[config.mk]
export PLATFORM = sky130hd
export DESIGN_NAME = semaforo_ctrl
export DESIGN_NICKNAME = d
export VERILOG_FILES = /design/src/rtl/semaforo_ctrl.sv
export SDC_FILE = /design/constraint.sdc
export NUM_CORES = 1
export LEC_CHECK = 0
export CAP_MARGIN = 5
export CORE_MARGIN = 10
export CORE_UTILIZATION = 39
export DETAILED_ROUTE_END_ITERATION = 12
export GPL_TIMING_DRIVEN = 1
export HOLD_SLACK_MARGIN = 0.05
export PLACE_DENSITY_LB_ADDON = 0.15
export SLEW_MARGIN = 25
export SYNTH_ARGS = -nofsm -noshare
export SYNTH_HDL_FRONTEND = slang
export SYNTH_SLANG_ARGS = --single-unit
[constraint.sdc]
create_clock -name clk -period 8.6 [get_ports clk]
set_input_delay 1.29 -clock clk [delete_from_list [all_inputs] [get_ports clk]]
set_output_delay 1.29 -clock clk [all_outputs]
set_load 0.01 [all_outputs]
[src/rtl/semaforo_ctrl.sv]
// semaforo_ctrl: three-phase vehicle signal with pedestrian walk, night flashing-yellow mode
// and a two-digit BCD countdown of seconds remaining in the current phase.
//
// Ports:
//   clk      - system clock, all logic on posedge
//   rst_n    - asynchronous active-low reset
//   btn      - pedestrian button, active-low, asynchronous to clk
//   night    - night-mode request, active-high, asynchronous to clk
//   light_g  - vehicle green
//   light_y  - vehicle yellow (blinks in night mode)
//   light_r  - vehicle red
//   ped_walk - pedestrian walk, high only while vehicles see red
//   ped_req  - pedestrian request latched and pending
//   bcd0     - units digit of seconds remaining
//   bcd1     - tens digit of seconds remaining
module semaforo_ctrl #(
    parameter int unsigned TICK_DIV    = 50000000,
    parameter int unsigned T_VERDE     = 10,
    parameter int unsigned T_AMARELO   = 3,
    parameter int unsigned T_VERMELHO  = 8,
    parameter int unsigned T_MIN_VERDE = 4
) (
    input  logic       clk,
    input  logic       rst_n,
    input  logic       btn,
    input  logic       night,
    output logic       light_g,
    output logic       light_y,
    output logic       light_r,
    output logic       ped_walk,
    output logic       ped_req,
    output logic [3:0] bcd0,
    output logic [3:0] bcd1
);

    localparam logic [1:0] S_VERDE    = 2'd0;
    localparam logic [1:0] S_AMARELO  = 2'd1;
    localparam logic [1:0] S_VERMELHO = 2'd2;
    localparam logic [1:0] S_PISCA    = 2'd3;

    localparam int unsigned PW = $clog2(TICK_DIV);
    localparam logic [PW-1:0] PRESC_MAX = PW'(TICK_DIV - 1);

    localparam logic [6:0] D_VERDE    = 7'(T_VERDE);
    localparam logic [6:0] D_AMARELO  = 7'(T_AMARELO);
    localparam logic [6:0] D_VERMELHO = 7'(T_VERMELHO);
    // Elapsed green ticks (T_VERDE - remaining + 1) >= T_MIN_VERDE, rearranged onto remaining.
    localparam logic [6:0] CUT_REM    = 7'(T_VERDE + 1 - T_MIN_VERDE);

    logic [1:0]    r_state;
    logic [1:0]    w_state_d;
    logic [6:0]    r_rem;
    logic [6:0]    w_dur;
    logic [PW-1:0] r_presc;
    logic          r_blink;
    logic          r_ped_req;
    logic          r_btn_s1, r_btn_s2, r_btn_prev;
    logic          r_night_s1, r_night_s2;

    logic          w_tick;
    logic          w_last;
    logic          w_min_ok;
    logic          w_press;
    logic          w_chg;
    logic [6:0]    w_tens;
    logic [6:0]    w_units;

    assign w_tick   = (r_presc == PRESC_MAX);
    assign w_last   = (r_rem == 7'd1);
    assign w_min_ok = (r_rem <= CUT_REM);
    // Falling edge of the synchronised button; holding it low yields a single press.
    assign w_press  = r_btn_prev & ~r_btn_s2;
    assign w_chg    = (w_state_d != r_state);

    // Two-flop synchronisers plus the edge-detect history flop for the button.
    always_ff @(posedge clk or negedge rst_n) begin
        if (!rst_n) begin
            r_btn_s1   <= 1'b1;
            r_btn_s2   <= 1'b1;
            r_btn_prev <= 1'b1;
            r_night_s1 <= 1'b0;
            r_night_s2 <= 1'b0;
        end else begin
            r_btn_s1   <= btn;
            r_btn_s2   <= r_btn_s1;
            r_btn_prev <= r_btn_s2;
            r_night_s1 <= night;
            r_night_s2 <= r_night_s1;
        end
    end

    // Phase transitions only ever happen on a one-second tick.
    always_comb begin
        w_state_d = r_state;
        if (w_tick) begin
            case (r_state)
                S_VERDE: begin
                    if (w_last || (r_ped_req && w_min_ok) || r_night_s2) w_state_d = S_AMARELO;
                end
                S_AMARELO: begin
                    if (w_last) w_state_d = r_night_s2 ? S_PISCA : S_VERMELHO;
                end
                S_VERMELHO: begin
                    if (w_last) w_state_d = r_night_s2 ? S_PISCA : S_VERDE;
                end
                default: begin
                    if (!r_night_s2) w_state_d = S_VERMELHO;
                end
            endcase
        end
    end

    always_comb begin
        w_dur = 7'd0;
        case (w_state_d)
            S_VERDE:    w_dur = D_VERDE;
            S_AMARELO:  w_dur = D_AMARELO;
            S_VERMELHO: w_dur = D_VERMELHO;
            default:    w_dur = 7'd0;
        endcase
    end

    always_ff @(posedge clk or negedge rst_n) begin
        if (!rst_n) begin
            r_state <= S_VERMELHO;
            r_rem   <= D_VERMELHO;
            r_presc <= '0;
            r_blink <= 1'b0;
        end else begin
            r_state <= w_state_d;
            if (w_chg) begin
                // Each phase starts on a full second with its own duration loaded.
                r_presc <= '0;
                r_rem   <= w_dur;
                r_blink <= (w_state_d == S_PISCA);
            end else begin
                r_presc <= w_tick ? '0 : r_presc + 1'b1;
                if (w_tick) begin
                    if (r_state == S_PISCA) r_blink <= ~r_blink;
                    else if (r_rem != 7'd0) r_rem <= r_rem - 7'd1;
                end
            end
        end
    end

    // Entering red clears the request even if a press lands on the same edge.
    always_ff @(posedge clk or negedge rst_n) begin
        if (!rst_n) begin
            r_ped_req <= 1'b0;
        end else if (w_chg && (w_state_d == S_VERMELHO)) begin
            r_ped_req <= 1'b0;
        end else if (w_press && ((r_state == S_VERDE) || (r_state == S_AMARELO))) begin
            r_ped_req <= 1'b1;
        end
    end

    assign light_g  = (r_state == S_VERDE);
    assign light_y  = (r_state == S_AMARELO) || ((r_state == S_PISCA) && r_blink);
    assign light_r  = (r_state == S_VERMELHO);
    assign ped_walk = (r_state == S_VERMELHO);
    assign ped_req  = r_ped_req;

    assign w_tens  = r_rem / 7'd10;
    assign w_units = r_rem % 7'd10;
    assign bcd1    = w_tens[3:0];
    assign bcd0    = w_units[3:0];

endmodule

Word level (Yosys, flattened, before mapping)
Index checks and enable logic that the tools add are counted.
- register bits after elaboration: 42
- logic and storage cells: 65
- $add $sub $neg: 2
- divide/modulo/power cells: 2
- $lt $le $gt $ge: 1
- equal/unequal tests: 10
- muxes and demuxes: 20
- bitwise gates (word level): 3
- reduce and logical (&&, ||, !) cells: 17
- operators with widths (kind ; count):
    $mux W26 ; 2
    $mux W7 ; 4
    $add A26 B1 Y26 const B ; 1
    $eq A26 B26 Y1 const B ; 1
    $mux W2 ; 6
    $pmux W4 S3 ; 1
    $eq A2 B2 Y1 const B ; 4
    $reduce_bool A2 Y1 ; 4
    $div A7 B4 Y7 const B ; 1
    $eq A7 B1 Y1 const B ; 1
    $le A7 B3 Y1 const B ; 1
    $mod A7 B4 Y7 const B ; 1
    $reduce_bool A7 Y1 ; 1
    $sub A7 B1 Y7 const B ; 1
    $mux W1 ; 6
    $pmux W2 S3 ; 1
    $eq A2 B1 Y1 const B ; 2
    $logic_and A1 B1 Y1 ; 4
    $logic_not A2 Y1 ; 2
    $logic_or A1 B1 Y1 ; 4
    $reduce_and A3 Y1 ; 1
    $ne A2 B2 Y1 ; 1
    $ne A2 B2 Y1 const B ; 1
    $not A1 Y1 ; 2
    other kinds (2) ; 2

Longest topological paths before layout
Gate-level depths: netlist (run 1).
- depth in word-level cells: 10
- depth in mapped cells: 13
- gate-level depth less buffers: 10

Worst setup path after synthesis (run 1)
Ideal clock, no wire load.
- path type: register -> output
- from: reg r_rem[6]
- to: out bcd0[2]
- arrival time: 3357 ps
- data required time: 7310 ps
- path slack: 3953 ps
- stages on the path, launching flop included: 14
- buffers on the path: 3
- cell sequence: dfrtp_1 -> clkbuf_1 -> clkbuf_1 -> nor4bb_1 -> a211oi_1 -> a41o_1 -> xnor2_1 -> ha_1 -> clkbuf_1 -> nor3b_1 -> o21a_1 -> o311a_1 -> o22ai_1 -> mux2i_1
- word-level cells in the longest chain between the ends: 1
- RTL lines (item ; RTL line ; RTL):
    from (decl) ; 52 ; logic [6:0] r_rem;
    from (signal assigned) ; 134 ; r_rem <= w_dur;
    from (signal assigned) ; 140 ; else if (r_rem != 7'd0) r_rem <= r_rem - 7'd1;
    $mod A7 B4 Y7 ; 164 ; assign w_units = r_rem % 7'd10;
    to (decl) ; 32 ; output logic [3:0] bcd0,
Every way passes these cells.

Worst setup path after layout (run 1)
Same ends and word-level chain as after synthesis.

==> impl_metrics.ini, run 1 <==
[outcome]
status = completed

[power]
vdd_ir_drop_max_v = 0.0000794
pwr-share-comb = 0.015
power.switching_uw = 74.6
p_int_uw = 265
p_per_area_nw_per_um2 = 109
power_frac_clock = 0.395
sw_frac_of_total = 0.220
p_seq_frac = 0.590
leakage_uw = 0.00119

[cts]
cts_root_buffer = clkbuf_8
cts_made_buffers = 5
clk_pin_slew_ns = 0.09
cts_tree = done
hold_buffers = 0
cts_sinks = 42
cts_max_level = 2
clockBufferDepth = 2
cts-resized-gates = 0
post_cts_buffers = 0
clk_latency_ns = 0.30

[min_path]
hold_class = reg2reg

[global_routing]
grt_pass1_wl_um = 11100
grt_pass1_vias = 2232
grt.overflow.total = 0
grt_start_max_net_pins = 43
grt_use_total = 0.117
antenna_found_initial = 0

[drt]
routed_wl_um = 6470
firstDrtPassIters = 6
vias = 2312
wl_per_cell_um = 15.7
drt-initial-drc-count = 118
drc = 0
vias_per_cell = 5.60
antenna_left = 0

[placed_design]
dp_hpwl_um = 4590
preCtsSetupSlack_ns = 3.68
portBuffers = 16
gp_congestion = 0.808

[run]
cap_violations = 0

[sta]
max_freq_mhz = 191
worst_slew_pin_slew_ns = 0.881
setup_viol = 0
fin_worst_skew_ns = 0.00837
fin_crit_ns = 5.24
maxSlewHeadroom = 0.409
period_share = 0.609
tns_ns = 0
finalHoldViolations = 0
fin_ws_ns = 3.36
rsz0062_at_grt = false
slew_violations = 0

[synth]
syn_nets = 321
synth_ff_type = dfrtp_1
synth.avg_cell_area_um2 = 9.16
syn_inst = 310
syn_area_um2 = 2840
seq_area_frac_synth = 0.372
yosysWarningCount = 0
async_flop_share = 1.00
synthDistinctLibCells = 68
synth_edf_count = 0
ys_ff_latch = 42

[floorplan]
die-area_um2 = 11100
coreArea_um2 = 7180
ios = 17
fp.dieW_um = 105
rows = 31
start_util = 0.396
die_y_um = 105

[layout]
drive_above_1_share = 0.0955
n_antenna_cell = 0
nFillCells = 721
final_core_util = 0.435
nets = 324
syn_to_final_growth_pct = 9.82

[worst_setup_path]
cp-start-kind = flip-flop
endpoint_kind = output pin
worstPathRequired_ns = 7.31
cp.arrival_ns = 3.95
critPathKind = reg2out
path_max_fanout = 21
## cell families (layout without fill, tap and decap cells)
| group | after synthesis | after routing | share of synthesized area |
|---|---|---|---|
| AOI/OAI and AO/OA | 60 | 60 | 0.156 |
| adders and majority gates | 7 | 7 | 0.0308 |
| buffers and inverters | 32 | 36 | 0.0502 |
| muxes | 6 | 6 | 0.0216 |
| DFF | 42 | 42 | 0.372 |
| xor gates and xnor gates | 29 | 29 | 0.0894 |
| and+or+nand+nor | 134 | 134 | 0.280 |
## worst max-delay path: stages, from the launching register on
cell and delay, ns:
dfrtp_1 0.71, nor4bb_1 0.35, a211oi_1 0.09, a41o_1 0.25, xnor2_1 0.14, ha_1 0.33, nor3b_1 0.19, o21a_1 0.19
o311a_1 0.31, o22ai_1 0.30, mux2i_1 0.23, clkdlybuf4s50_1 0.56
## flip-flops by register name (all words and copies together), names as in the netlist
name,cells
r_blink,1
r_night_s2,1
ped_req,1
r_btn_s2,1
r_btn_s1,1
r_btn_prev,1
r_state,2
r_night_s1,1
r_presc,26
r_rem,7
## power groups by stage
stage | registers, uW | clock network [uW] | logic (uW)
floorplan | 203 | 0 | 0.745
global placement | 204 | 0 | 5.42
detailed placement | 204 | 0 | 5.41
CTS | 200 | 142 | 5.41
global route | 200 | 148 | 6.02
finish | 200 | 134 | 5.13
## cells in the final DEF, fill, tap and decap left out, types with 3 or more instances in the layout
cell	n
nand2b_1	5
a21oi_1	9
and3_1	3
o21a_1	6
nand4_1	11
xnor2_1	14
or4_1	4
mux2i_1	5
nor4_1	5
o21ai_1	3
ha_1	7
clkdlybuf4s50_1	15
inv_1	12
o22ai_1	3
o21ai_0	8
dfrtp_1	37
nor2b_1	7
o31a_1	3
nand2_1	16
nor2_1	30
o31ai_1	3
and2_1	3
clkbuf_8	6
a211oi_1	3
dfstp_2	5
xor2_1	15
nor3_1	8
nand3_1	18
## through the flow
step / instances / hold WS [ns] / total power [uW] / area, um2
final: 413 / 0.343 / 339 / 3120
after global routing: 413 / 0.359 / 355 / 3120
after CTS: 413 / 0.353 / 347 / 3120
after detailed placement: 405 / 0.337 / 209 / 3020
after global placement: 405 / 0.331 / 209 / 3020
after floorplan: 310 / 0.331 / 204 / 2840
## cell type report
class	count	area (um2)	share of cell area
clock buffers	6	82.6	0.0265
well taps	99	124	0.0397
inverters	12	45.0	0.0144
repair buffers	16	158	0.0505
clock inverters	2	12.5	0.00401
flip-flops and latches	42	1060	0.339
multi-input cells	236	1640	0.526
## path summary, 6_finish.rpt
kind	start	endpoint	slack, ns	depth (start not counted)
min	r_night_s1$_DFF_PN0_	r_night_s2$_DFF_PN0_	0.34	0
min in group asynchronous	rst_n	r_rem[4]$_DFFE_PN0P_	0.97	1
min reg2reg	r_night_s1$_DFF_PN0_	r_night_s2$_DFF_PN0_	0.34	0
max reg2reg	r_presc[16]$_DFF_PN0_	r_blink$_DFFE_PN0P_	5.52	5
max	r_rem[6]$_DFFE_PN0P_	bcd0[2]	3.36	11
max in group asynchronous	rst_n	r_btn_s1$_DFF_PN1_	7.24	1
## per-layer routing
layer | vias up | GRT usage | wire length [um]
met2 | 49 | 0.180 | 2870
met1 | 1107 | 0.162 | 3270
li1 | 1146 | - | -
met4 | 0 | 0.0392 | 97
met3 | 10 | 0.0213 | 223
met5 | - | 0 | 0
## synth_stat cells, drive strengths merged, types with 3 or more instances
| master | instances | area share |
|---|---|---|
| a211oi | 3 | 0.0079 |
| a21oi | 9 | 0.016 |
| and2 | 3 | 0.0066 |
| and3 | 3 | 0.0066 |
| buf | 8 | 0.018 |
| clkbuf | 12 | 0.016 |
| dfrtp | 37 | 0.33 |
| dfstp | 5 | 0.046 |
| ha | 7 | 0.031 |
| inv | 12 | 0.016 |
| mux2i | 5 | 0.018 |
| nand2 | 16 | 0.021 |
| nand2b | 5 | 0.011 |
| nand3 | 18 | 0.032 |
| nand4 | 12 | 0.029 |
| nor2 | 30 | 0.040 |
| nor2b | 7 | 0.015 |
| nor3 | 10 | 0.023 |
| nor4 | 9 | 0.035 |
| o21a | 6 | 0.016 |
| o21ai | 12 | 0.022 |
| o22ai | 3 | 0.0066 |
| o31a | 3 | 0.0093 |
| o31ai | 3 | 0.0079 |
| or4 | 4 | 0.011 |
| xnor2 | 14 | 0.043 |
| xor2 | 15 | 0.046 |
Note: power is estimated with default switching activity, not from simulation.
==> run 2, diff against run 1 <==
==> constraint.sdc (replaced) <==
create_clock -name clk -period 5.15 [get_ports clk]
set_input_delay 0.7725 -clock clk [delete_from_list [all_inputs] [get_ports clk]]
set_output_delay 0.7725 -clock clk [all_outputs]
set_load 0.01 [all_outputs]
==> impl_metrics.ini, run 2 (same netlist as run 1, synthesis figures left out) <==
[placed_design]
gp_congestion = 0.808
dp_hpwl_um = 4580
portBuffers = 16

[worst_setup_path]
slowest_stage = dfrtp_1
path_max_fanout = 21
endpoint_kind = output pin
critPathTopFamily = compound AO/OA/AOI/OAI gates
max_stage_delay_ns = 0.72
critPathBufInv = 1
critPathKind = reg2out
critical_path.cell_chain = nor4bb_1 -> a211oi_1 -> a41o_1 -> xnor2_1 -> ha_1 -> nor3b_1 -> o21a_1 -> o311a_1 -> o22ai_1 -> mux2i_1 -> clkdlybuf4s50_1
worstPathRequired_ns = 4.38
cp.arrival_ns = 3.95
cp-start-kind = flip-flop

[layout]
mostFrequentLayoutCell = dfrtp_1
drive_above_1_share = 0.0921
nets = 325
largest_register = r_presc
layout_common_cells = dfrtp_1 (37), nor2_1 (30), nand3_1 (18)
n_antenna_cell = 0
largestRegisters = r_presc (26), r_rem (7), r_state (2)
syn_to_final_growth_pct = 9.69
nFillCells = 714
largest_reg_flops = 26

[global_routing]
grt_start_max_net_pins = 43
grt.overflow.total = 0
grt_pass1_vias = 2182
grt_use_total = 0.116
grt_pass1_wl_um = 10800
antenna_found_initial = 0

[drt]
antenna_left = 0
vias_per_cell = 5.59
firstDrtPassIters = 4
drt-initial-drc-count = 125
wl_per_cell_um = 15.6
drc = 0
routed_wl_um = 6470
vias = 2315

[cts]
cts_root_buffer = clkbuf_8
hold_buffers = 0
cts-resized-gates = 0
cts_tree = done
clk_pin_slew_ns = 0.09
clk_latency_ns = 0.29
clockBufferDepth = 2
cts_made_buffers = 5
post_cts_buffers = 0
cts_sinks = 42
cts_max_level = 2

[floorplan]
rows = 31
ios = 17
die-area_um2 = 11100
coreArea_um2 = 7180
fp.dieW_um = 105
die_y_um = 105
start_util = 0.396

[sta]
finalHoldViolations = 0
period_share = 0.917
maxSlewHeadroom = 0.590
worst_slew_pin_slew_ns = 0.610
fin_crit_ns = 4.72
slew_violations = 0
max_freq_mhz = 212
tns_ns = 0
fin_worst_skew_ns = 0.00937
rsz0062_at_grt = false
setup_viol = 0

[power]
leakage_uw = 0.00119
power_uw = 557
p_per_area_nw_per_um2 = 179
vdd_ir_drop_max_v = 0.000142

[run]
cap_violations = 0

[outcome]
status = completed

[min_path]
hold_class = reg2reg
run 2: cell types whose count changed in the layout (fill, tap and decap cells not counted):
cell      change
buf_4         +1
clkbuf_1      +2
clkbuf_8      -1
clkinv_2      -1
run 2: through the flow:
stage          utilization  instances  area [um2]  hold WS [ns]  setup WS [ns]
2_1_floorplan            -        310        2840         0.331           1.02
3_5_place_dp         0.422        406        3030         0.336          0.734
4_1_cts              0.434        414        3110         0.356          0.419
3_3_place_gp         0.422        406        3030         0.331          0.791
5_1_grt              0.434        414        3120         0.364          0.149
6_report             0.434        414        3120         0.353          0.428
run 2: path summary, 6_finish.rpt:
path | start | end | slack, ns | depth (start not counted)
max | r_rem[6]$_DFFE_PN0P_ | bcd0[2] | 0.43 | 11
min | r_night_s1$_DFF_PN0_ | r_night_s2$_DFF_PN0_ | 0.35 | 0
max reg2reg | r_rem[4]$_DFFE_PN0P_ | r_blink$_DFFE_PN0P_ | 2.54 | 4
min reg2reg | r_night_s1$_DFF_PN0_ | r_night_s2$_DFF_PN0_ | 0.35 | 0
max in group asynchronous | rst_n | r_btn_prev$_DFF_PN1_ | 4.31 | 1
min in group asynchronous | rst_n | r_presc[13]$_DFF_PN0_ | 0.46 | 1
run 2: cell type report:
type,instances,area (um2),area share
Multi-Input combinational cell,236,1640,0.527
Inverter,12,45.0,0.0145
Timing Repair Buffer,17,165,0.0530
Tap cell,99,124,0.0398
Sequential cell,42,1060,0.339
Clock inverter,1,7.51,0.00241
Clock buffer,7,76.3,0.0245
run 2: routing by layer:
metal	GRT usage	routed length (um)
met1	0.161	3310
met2	0.179	2880
met3	0.0225	168
met4	0.0343	108
met5	0	0
run 2: report_power, final:
| part | internal [uW] | switching (uW) | leakage (uW) |
|---|---|---|---|
| clock | 96.2 | 118 | 0.0000385 |
| sequential | 332 | 1.74 | 0.000545 |
| combinational | 2.03 | 6.55 | 0.000604 |
run 2: worst reg2reg max path, stage by stage, from the launching register on:
cell and delay, ns:
dfrtp_1 0.60, or4_1 0.74, o311ai_0 0.47, and3_1 0.48, mux2i_1 0.24
